File: src/rtl/mul_pkg.sv
// -----------------------------------------------------------------------------
// mul_pkg
// Shared definitions for the iterative multiplier mul_iter_fsm:
//   - state_t  : FSM state encoding (IDLE / RUN / DONE)
//   - calc_n   : number of limbs per operand, N = WIDTH / LIMB
//   - calc_cw  : width of the limb counters, $clog2(N) with a minimum of 1
//   - cfg_ok   : legality of a WIDTH / LIMB pairing (multiple of LIMB, N in 1..8)
// -----------------------------------------------------------------------------
package mul_pkg;

  typedef enum logic [1:0] {
    IDLE = 2'd0,
    RUN  = 2'd1,
    DONE = 2'd2
  } state_t;

  function automatic int calc_n(input int width, input int limb);
    return width / limb;
  endfunction

  function automatic int calc_cw(input int n);
    return (n <= 2) ? 1 : $clog2(n);
  endfunction

  function automatic bit cfg_ok(input int width, input int limb);
    return (limb > 0) && (width > 0) && ((width % limb) == 0) &&
           ((width / limb) >= 1) && ((width / limb) <= 8);
  endfunction

endpackage

File: src/rtl/mul_limb.sv
// -----------------------------------------------------------------------------
// mul_limb
// Purely combinational unsigned LIMB x LIMB -> 2*LIMB multiplier. Kept as its
// own module so it can be replaced by a vendor DSP primitive without touching
// the sequencing logic.
// Ports:
//   a_i  in  LIMB      unsigned multiplicand limb
//   b_i  in  LIMB      unsigned multiplier limb
//   p_o  out 2*LIMB    full product
// -----------------------------------------------------------------------------
module mul_limb
  import mul_pkg::*;
#(
  parameter int LIMB = 16
) (
  input  logic [LIMB-1:0]   a_i,
  input  logic [LIMB-1:0]   b_i,
  output logic [2*LIMB-1:0] p_o
);

  assign p_o = (2*LIMB)'(a_i) * (2*LIMB)'(b_i);

endmodule

File: src/rtl/mul_iter_fsm.sv
// -----------------------------------------------------------------------------
// mul_iter_fsm
// Iterative WIDTH x WIDTH multiplier producing a 2*WIDTH product from N*N
// limb partial products (N = WIDTH/LIMB), one per clock, through a single
// shared mul_limb instance. Returns either the low or the high product half.
//
// Ports:
//   clk   in   1      clock, rising edge
//   rst   in   1      asynchronous active-high reset
//   req   in   1      start pulse; p0/p1/hi/sgn sampled on the same edge
//   p0    in   WIDTH  multiplicand
//   p1    in   WIDTH  multiplier
//   hi    in   1      0: return product[WIDTH-1:0], 1: product[2*WIDTH-1:WIDTH]
//   sgn   in   1      signed-operand mode (only with MUL_ITER_SIGNED_EN)
//   busy  out  1      high while in RUN or DONE
//   ack   out  1      one-cycle result-valid pulse
//   out   out  WIDTH  selected product half, held until the next req
//
// Build option:
//   MUL_ITER_SIGNED_EN  when defined, sgn=1 treats operands as two's
//                       complement (magnitudes multiplied, result negated
//                       when the signs differ). When undefined, sgn is
//                       ignored and no negation logic exists.
//
// Timing: ack rises on the (N*N+1)-th rising edge after the req edge.
// A req in any state restarts the operation and takes priority over
// every other transition, including the DONE -> IDLE ack edge.
// -----------------------------------------------------------------------------
module mul_iter_fsm
  import mul_pkg::*;
#(
  parameter int WIDTH = 32,
  parameter int LIMB  = 16
) (
  input  logic             clk,
  input  logic             rst,
  input  logic             req,
  input  logic [WIDTH-1:0] p0,
  input  logic [WIDTH-1:0] p1,
  input  logic             hi,
  input  logic             sgn,
  output logic             busy,
  output logic             ack,
  output logic [WIDTH-1:0] out
);

  localparam int N  = calc_n(WIDTH, LIMB);
  localparam int CW = calc_cw(N);
  localparam int PW = 2 * WIDTH;
  localparam logic [CW-1:0] LAST = CW'(N - 1);

  if (!cfg_ok(WIDTH, LIMB)) begin : g_cfg_check
    $error("mul_iter_fsm: WIDTH must be a multiple of LIMB with WIDTH/LIMB in 1..8");
  end

  state_t           state_q, state_d;
  logic [WIDTH-1:0] a_q, a_d;
  logic [WIDTH-1:0] b_q, b_d;
  logic             hi_q, hi_d;
  logic [PW-1:0]    acc_q, acc_d;
  logic [WIDTH-1:0] out_q, out_d;
  logic             ack_q, ack_d;
  logic [CW-1:0]    i_q, i_d;
  logic [CW-1:0]    j_q, j_d;

  // Operand magnitudes presented at the req edge, and the final signed product.
  logic [WIDTH-1:0] mag0, mag1;
  logic [PW-1:0]    prod;

  logic [LIMB-1:0]   limb_a, limb_b;
  logic [2*LIMB-1:0] pp;
  logic [PW-1:0]     pp_sh;

`ifdef MUL_ITER_SIGNED_EN
  logic neg_q;

  // A most-negative operand maps to itself, which is exactly its magnitude
  // when read as an unsigned WIDTH-bit value.
  always_comb begin
    mag0 = (sgn && p0[WIDTH-1]) ? -p0 : p0;
    mag1 = (sgn && p1[WIDTH-1]) ? -p1 : p1;
  end

  always_ff @(posedge clk or posedge rst) begin
    if (rst) begin
      neg_q <= 1'b0;
    end else if (req) begin
      neg_q <= sgn & (p0[WIDTH-1] ^ p1[WIDTH-1]);
    end
  end

  assign prod = neg_q ? -acc_q : acc_q;
`else
  logic unused_sgn;

  assign unused_sgn = sgn;
  assign mag0       = p0;
  assign mag1       = p1;
  assign prod       = acc_q;
`endif

  // ---- limb select and shared multiplier ----
  assign limb_a = a_q[LIMB*int'(i_q) +: LIMB];
  assign limb_b = b_q[LIMB*int'(j_q) +: LIMB];

  mul_limb #(
    .LIMB (LIMB)
  ) u_mul_limb (
    .a_i (limb_a),
    .b_i (limb_b),
    .p_o (pp)
  );

  // Partial product aligned to limb position i+j; bits past PW fall off.
  assign pp_sh = PW'(pp) << (LIMB * (int'(i_q) + int'(j_q)));

  // ---- next-state / datapath control ----
  always_comb begin
    state_d = state_q;
    a_d     = a_q;
    b_d     = b_q;
    hi_d    = hi_q;
    acc_d   = acc_q;
    out_d   = out_q;
    ack_d   = 1'b0;
    i_d     = i_q;
    j_d     = j_q;

    if (req) begin
      // Restart from any state; an in-flight operation is dropped.
      a_d     = mag0;
      b_d     = mag1;
      hi_d    = hi;
      acc_d   = '0;
      out_d   = '0;
      i_d     = '0;
      j_d     = '0;
      state_d = RUN;
    end else begin
      unique case (state_q)
        IDLE: begin
        end
        RUN: begin
          acc_d = acc_q + pp_sh;
          if (j_q == LAST) begin
            j_d = '0;
            if (i_q == LAST) begin
              i_d     = '0;
              state_d = DONE;
            end else begin
              i_d = i_q + CW'(1);
            end
          end else begin
            j_d = j_q + CW'(1);
          end
        end
        DONE: begin
          out_d   = hi_q ? prod[PW-1:WIDTH] : prod[WIDTH-1:0];
          ack_d   = 1'b1;
          state_d = IDLE;
        end
        default: begin
          state_d = IDLE;
        end
      endcase
    end
  end

  // ---- state register ----
  always_ff @(posedge clk or posedge rst) begin
    if (rst) begin
      state_q <= IDLE;
      a_q     <= '0;
      b_q     <= '0;
      hi_q    <= 1'b0;
      acc_q   <= '0;
      out_q   <= '0;
      ack_q   <= 1'b0;
      i_q     <= '0;
      j_q     <= '0;
    end else begin
      state_q <= state_d;
      a_q     <= a_d;
      b_q     <= b_d;
      hi_q    <= hi_d;
      acc_q   <= acc_d;
      out_q   <= out_d;
      ack_q   <= ack_d;
      i_q     <= i_d;
      j_q     <= j_d;
    end
  end

  assign busy = (state_q != IDLE);
  assign ack  = ack_q;
  assign out  = out_q;

endmodule

File: config.mk
export PLATFORM = sky130hd
export DESIGN_NAME = mul_iter_fsm
export DESIGN_NICKNAME = d
export VERILOG_FILES = /design/src/rtl/mul_pkg.sv /design/src/rtl/mul_limb.sv /design/src/rtl/mul_iter_fsm.sv
export SDC_FILE = /design/constraint.sdc
export NUM_CORES = 1
export LEC_CHECK = 0
export BUFFER_PORTS_ARGS = -buffer_cell sky130_fd_sc_hd__buf_4
export CORE_MARGIN = 4
export CORE_UTILIZATION = 45
export DETAILED_ROUTE_END_ITERATION = 16
export GPL_TIMING_DRIVEN = 0
export REMOVE_ABC_BUFFERS = 1
export SYNTH_ARGS = -nofsm -noshare
export SYNTH_HDL_FRONTEND = slang
export SYNTH_SLANG_ARGS = --single-unit
File: constraint.sdc
create_clock -name clk -period 22.2 [get_ports clk]
set_input_delay 6.66 -clock clk [delete_from_list [all_inputs] [get_ports clk]]
set_output_delay 6.66 -clock clk [all_outputs]
set_load 0.02 [all_outputs]
==> results.yml, run 1 <==
synth:
  ys_seq_area_share_pct: 21.2
  synth_cell_types: 71
  synth_top_family_by_area: "adder cells"
  synth_simple_gate_area_share_pct: 15.3
  synth_edf_count: 0
  synth-compound-area-share_pct: 13.3
  ys_async_sr_fraction_pct: 100
  synthAdderAreaFrac_pct: 30.7
  synth_ff_type: "dfrtp_1"
  syn_avg_cell_area_um2: 8.77
  syn_inst: 2231
  synth-seq-cells: 166
  syn_area_um2: 19600
  yosys.area_share.xor_xnor_pct: 3.44
  yosys_warnings: 0
  synthMuxAreaShare_pct: 9.16
clock_tree:
  cts_tree: "built"
  ctsResizeCount: 0
  htreeDepth: 4
  cts_made_buffers: 17
  cts_sinks: 166
  path_clk_slew_ns: 0.07
  clock_latency_ns: 0.50
  postCtsSetupRepairBufs: 0
  postCtsHoldBufs: 0
  cts-root-buf: "clkbuf_16"
  max-clock-path-buffers: 2
cells_and_area:
  area_growth_pct: 10.2
  fin_nets: 2700
  nFillCells: 4139
  antenna_cells: 0
  fin_area_um2: 21600
  final_util_pct: 50.1
  drive_above_1_share_pct: 11.7
sta:
  timing.final.ws_setup_ns: 11.63
  timing.slew.headroom_pct: 2.85
  finalCritPeriodShare_pct: 47.6
  worstMarginPinSlew_ns: 1.42
  max_freq_ghz: 0.0946
  clock-skew-final_ns: 0.0137
  slew_viol_final: 0
  grt_setup_unrepaired: "no"
  setup_tns_ns: 0
  hold_viol_final: 0
  setup_violations: 0
  layout_min_cycle_time_ns: 10.57
routing:
  viasPerCell: 5.62
  dr_total_vias: 16100
  met1_length_um: 24800
  drc: 0
  ant_nets: 0
  drt_iter0_markers: 987
  met2_length_um: 25300
  highest_layer: "met4"
  routed_wl_um: 55300
  dr_wl_met3_um: 3600
  wl_per_cell_um: 19.3
  dr.pass1.iters: 5
grt:
  gr-total-overflow: 0
  grt_pass1_wl_um: 89600
  grt_antenna_before_repair: 0
  grt_max_degree: 99
  grt_pass1_vias: 16300
  grt.total_usage_pct: 24.2
die:
  fp.dieH_um: 217
  ioPinCount: 103
  rows: 76
  core_region_area_um2: 43100
  start_util_pct: 45.4
  die_x_um: 217
  die-area_um2: 46900
worst_setup_path:
  worstPathArrival_ns: 10.95
  crit_required_ns: 22.58
  path_common_cell: "fa_1"
  r2r_start: "i_q"
  crit_path_max_fanout: 34
  startpoint_type: "register"
  reg2reg_depth: 33
  slowest_stage: "mux2i_1"
  setup.worst_path.end: "acc_q[57]"
  cpPeakStageDelay_ns: 0.97
  crit_type: "register to register"
  worstSetupEndpointType: "register"
  regToRegSetupSlack_ns: 11.63
  reg2reg_to: "acc_q[57]"
  critPathLaunch: "i_q"
placement:
  post-place-ws_ns: 11.73
  post-dp-hpwl_um: 44500
  place_congestion: 0.949
  placed_area_um2: 21000
  port_buffers: 101
outcome:
  status: "finished clean"
flow_run:
  maxCapViolCount: 0
hold_path:
  hp-class: "register to register"
[state kept, by name (all words and copies together), names as in the netlist]
| signal | cells |
|---|---|
| i_q | 1 |
| acc_q | 64 |
| b_q | 32 |
| j_q | 1 |
| state_q | 2 |
| hi_q | 1 |
| ack | 1 |
| a_q | 32 |
| out | 32 |
[through the flow]
stage               hold slack, ns  std cells
global placement             0.463       2821
floorplan                    0.475       2135
CTS                          0.490       2865
finish                       0.486       2866
global route                 0.525       2866
detailed placement           0.473       2833
[kinds of logic (layout without fill, tap and decap cells)]
logic type / after synthesis / after routing
and+or+nand+nor: 683 / 683
AOI/OAI and AO/OA: 417 / 417
adders and majority gates: 363 / 363
buffers and inverters: 358 / 408
muxes: 167 / 167
DFF: 166 / 166
xor gates and xnor gates: 77 / 77
[per-layer routing]
layer,vias up,GRT usage [%]
met1,8018,33.6
li1,7536,-
met2,458,38.0
met3,86,4.81
met5,-,0
met4,0,8.77
[how the worst min path moves through the flow]
| stage | depth (start not counted) | start | end | slack, ns |
|---|---|---|---|---|
| after floorplan | 1 | b_q[25] | b_q[25] | 0.47 |
| after global placement | 2 | out[15] | out[15] | 0.46 |
| after detailed placement | 2 | out[11] | out[11] | 0.47 |
| after CTS | 2 | out[11] | out[11] | 0.49 |
| after global routing | 2 | out[5] | out[5] | 0.53 |
| final | 2 | out[2] | out[2] | 0.49 |
[worst max-delay path: cells and delay by family (launching register included)]
family,cells,cell delay [ns]
multiplexers,1,0.97
XOR/XNOR,1,0.24
adder cells (fa/ha/maj),8,3.89
buffers and inverters,5,0.44
AO/OA/AOI/OAI,12,2.83
AND/OR/NAND/NOR,6,1.56
flip-flops,1,0.43
[cell usage in the layout (no fill, tap or decap), types with 5 or more instances in the layout]
| master | Yosys | layout |
|---|---|---|
| o22ai_1 | 24 | 24 |
| mux2i_1 | 70 | 67 |
| nor3_1 | 17 | 17 |
| dfrtp_1 | 166 | 163 |
| nand3b_1 | 15 | 15 |
| buf_4 | 1 | 100 |
| a31oi_1 | 13 | 13 |
| nand3_1 | 26 | 26 |
| a211oi_1 | 18 | 18 |
| o21ai_1 | 12 | 12 |
| xnor2_1 | 43 | 43 |
| fa_1 | 195 | 195 |
| a21o_1 | 36 | 36 |
| ha_1 | 168 | 168 |
| nor2b_1 | 17 | 17 |
| clkbuf_16 | 0 | 17 |
| nor2_1 | 204 | 203 |
| nand4_1 | 19 | 19 |
| and3_1 | 11 | 11 |
| nand2b_1 | 14 | 13 |
| xor2_1 | 34 | 34 |
| and2_1 | 18 | 18 |
| inv_1 | 262 | 261 |
| or2_2 | 5 | 5 |
| buf_12 | 0 | 5 |
| o21bai_1 | 19 | 19 |
| inv_6 | 0 | 5 |
| a21oi_1 | 136 | 135 |
| mux2_2 | 96 | 96 |
| o211ai_1 | 16 | 16 |
| o21ai_0 | 83 | 83 |
| or3_1 | 8 | 8 |
| o21a_1 | 7 | 7 |
| nand2_1 | 314 | 314 |
[area by class of cell]
| class | count | area (um2) | area share, % |
|---|---|---|---|
| tap | 585 | 732 | 3.39 |
| clock buffer | 17 | 425 | 1.97 |
| clock inverter | 15 | 145 | 0.673 |
| multi-input combinational | 1707 | 14100 | 65.4 |
| timing repair buffer | 114 | 1020 | 4.73 |
| sequential | 166 | 4160 | 19.3 |
| inverter | 262 | 991 | 4.59 |
[Yosys cell counts (5+ instances only)]
library cell / instances / area share (%)
a211oi_1: 18 / 0.69
a21o_1: 36 / 1.4
a21oi_1: 136 / 3.5
a31oi_1: 13 / 0.42
and2_1: 18 / 0.58
and3_1: 11 / 0.35
buf_1: 16 / 0.31
buf_2: 8 / 0.20
clkbuf_1: 71 / 1.4
dfrtp_1: 166 / 21
fa_1: 195 / 20
ha_1: 168 / 11
inv_1: 262 / 5.0
mux2_2: 96 / 5.5
mux2i_1: 70 / 3.6
nand2_1: 314 / 6.0
nand2b_1: 14 / 0.45
nand3_1: 26 / 0.66
nand3b_1: 15 / 0.58
nand4_1: 19 / 0.61
nor2_1: 204 / 3.9
nor2b_1: 17 / 0.54
nor3_1: 17 / 0.43
o211ai_1: 16 / 0.61
o21a_1: 7 / 0.27
o21ai_0: 83 / 2.1
o21ai_1: 12 / 0.31
o21bai_1: 19 / 0.73
o22ai_1: 24 / 0.77
or2_2: 5 / 0.16
or3_1: 8 / 0.26
xnor2_1: 43 / 1.9
xor2_1: 34 / 1.5
Power of run 1 is not shown: default switching activity piles up to over one toggle a cycle in this logic, so the estimate is an artifact.
==> inputs of run 2 (changes only) <==
- clock period: 22.2 -> 8.6 ns (I/O delays scaled with it)
==> results.yml, run 2 (synthesis gave the netlist of run 1 again) <==
outcome:
  status: "finished with violations"
  failed_checks: "negative setup slack"
grt:
  gr-total-overflow: 0
  grt_pass1_wl_um: 96600
  grt_antenna_before_repair: 0
  grt_max_degree: 99
  grt.total_usage_pct: 26.3
  grt_pass1_vias: 17500
sta:
  finalCritPeriodShare_pct: 107
  setup_violations: 26
  grt_setup_unrepaired: "yes"
  worstMarginPinSlew_ns: 1.18
  slew_viol_final: 0
  clock-skew-final_ns: 0.0111
  max_freq_ghz: 0.109
  hold_viol_final: 0
  timing.final.ws_setup_ns: -0.566
  timing.slew.headroom_pct: 21.4
  layout_min_cycle_time_ns: 9.17
  setup_tns_ns: -9.17
routing:
  wl_per_cell_um: 20.5
  met1_length_um: 26300
  highest_layer: "met4"
  routed_wl_um: 62200
  met2_length_um: 29000
  drt_iter0_markers: 1231
  drc: 0
  dr_wl_met3_um: 4730
  dr.pass1.iters: 6
  ant_nets: 0
  viasPerCell: 5.70
  dr_total_vias: 17400
clock_tree:
  max-clock-path-buffers: 2
  cts_made_buffers: 17
  htreeDepth: 4
  cts-root-buf: "clkbuf_16"
  cts_sinks: 166
  path_clk_slew_ns: 0.07
  clock_latency_ns: 0.50
  cts_tree: "built"
cells_and_area:
  fin_nets: 2877
  instances_no_fill: 3043
  antenna_cells: 0
  area_growth_pct: 28.5
  top_register: "acc_q"
  layout_commonest_cell: "nand2_1"
  largest_reg_flops: 64
  drive_above_1_share_pct: 28.5
  fin_area_um2: 25200
  nFillCells: 3721
  layout_common_cells: "306 x nand2_1, 248 x inv_1, 245 x buf_4"
placement:
  post-place-cells: 2833
  placed_area_um2: 21000
  place_congestion: 0.949
  port_buffers: 101
  post-place-ws_ns: -1.87
  post-dp-hpwl_um: 44500
die:
  start_util_pct: 45.4
  core_region_area_um2: 43100
  die-area_um2: 46900
  rows: 76
  die_x_um: 217
  fp.dieH_um: 217
  ioPinCount: 103
worst_setup_path:
  worstSetupEndpointType: "register"
  crit_path_max_fanout: 8
  regToRegSetupSlack_ns: -0.57
  startpoint_type: "register"
  slowest_stage: "fa_1"
  crit_required_ns: 8.98
  crit_type: "register to register"
  worstPathArrival_ns: 9.54
  path_common_cell: "fa_1"
  cpPeakStageDelay_ns: 0.55
flow_run:
  maxCapViolCount: 0
hold_path:
  hp-class: "register to register"
==> run 2: changes by cell type in the layout (fill, tap and decap cells not counted), moves of 28 or more <==
cell / previous run / this run
a21oi_1: 135 / 93
ha_4: 0 / 28
ha_1: 168 / 132
a21oi_2: 0 / 35
buf_4: 100 / 245
mux2i_1: 67 / 38
==> run 2: cell type report <==
class	count	area [um2]	area share (%)
Clock inverter	15	145	0.577
Timing Repair Buffer	291	2620	10.4
Tap cell	585	732	2.91
Multi-Input combinational cell	1707	16100	63.9
Sequential cell	166	4160	16.5
Inverter	262	991	3.94
Clock buffer	17	425	1.69
==> run 2: repair_timing <==
item / in CTS / in global routing
gates resized for setup: 272 / 161
hold buffers: 0 / 0
endpoints found under the setup margin: 49 / 42
pin swaps: 108 / 147
cloned: 5 / 0
setup buffers: 118 / 61
==> run 2: worst max-delay path: cells and delay by family (launching register included) <==
family                   cells  cell delay, ns
adder cells (fa/ha/maj)      8            3.68
AO/OA/AOI/OAI               10            1.90
buffers and inverters       10            1.16
AND/OR/NAND/NOR              7            0.99
multiplexers                 2            0.53
flip-flops                   1            0.50
XOR/XNOR                     1            0.29
==> run 2: metal layers <==
metal / GRT usage [%] / vias up
li1: - / 7902
met3: 5.20 / 129
met4: 10.3 / 0
met5: 0 / -
met2: 41.4 / 684
met1: 35.9 / 8636
==> run 2: metrics by stage <==
stage               hold slack [ns]  utilization [%]
finish                        0.485             58.4
global route                  0.525             58.4
detailed placement            0.473             48.7
global placement              0.463             48.0
floorplan                     0.475                -
CTS                           0.490             55.7
==> run 2: final timing paths <==
| kind | to | cells past startpoint | start |
|---|---|---|---|
| max | acc_q[63] | 38 | j_q |
| min | out[2] | 2 | out[2] |
| max reg2reg | acc_q[63] | 38 | j_q |
| min reg2reg | out[2] | 2 | out[2] |
| max in group asynchronous | j_q | 3 | rst |
| min in group asynchronous | ack | 2 | rst |
Power of run 2 is left out for the same reason.
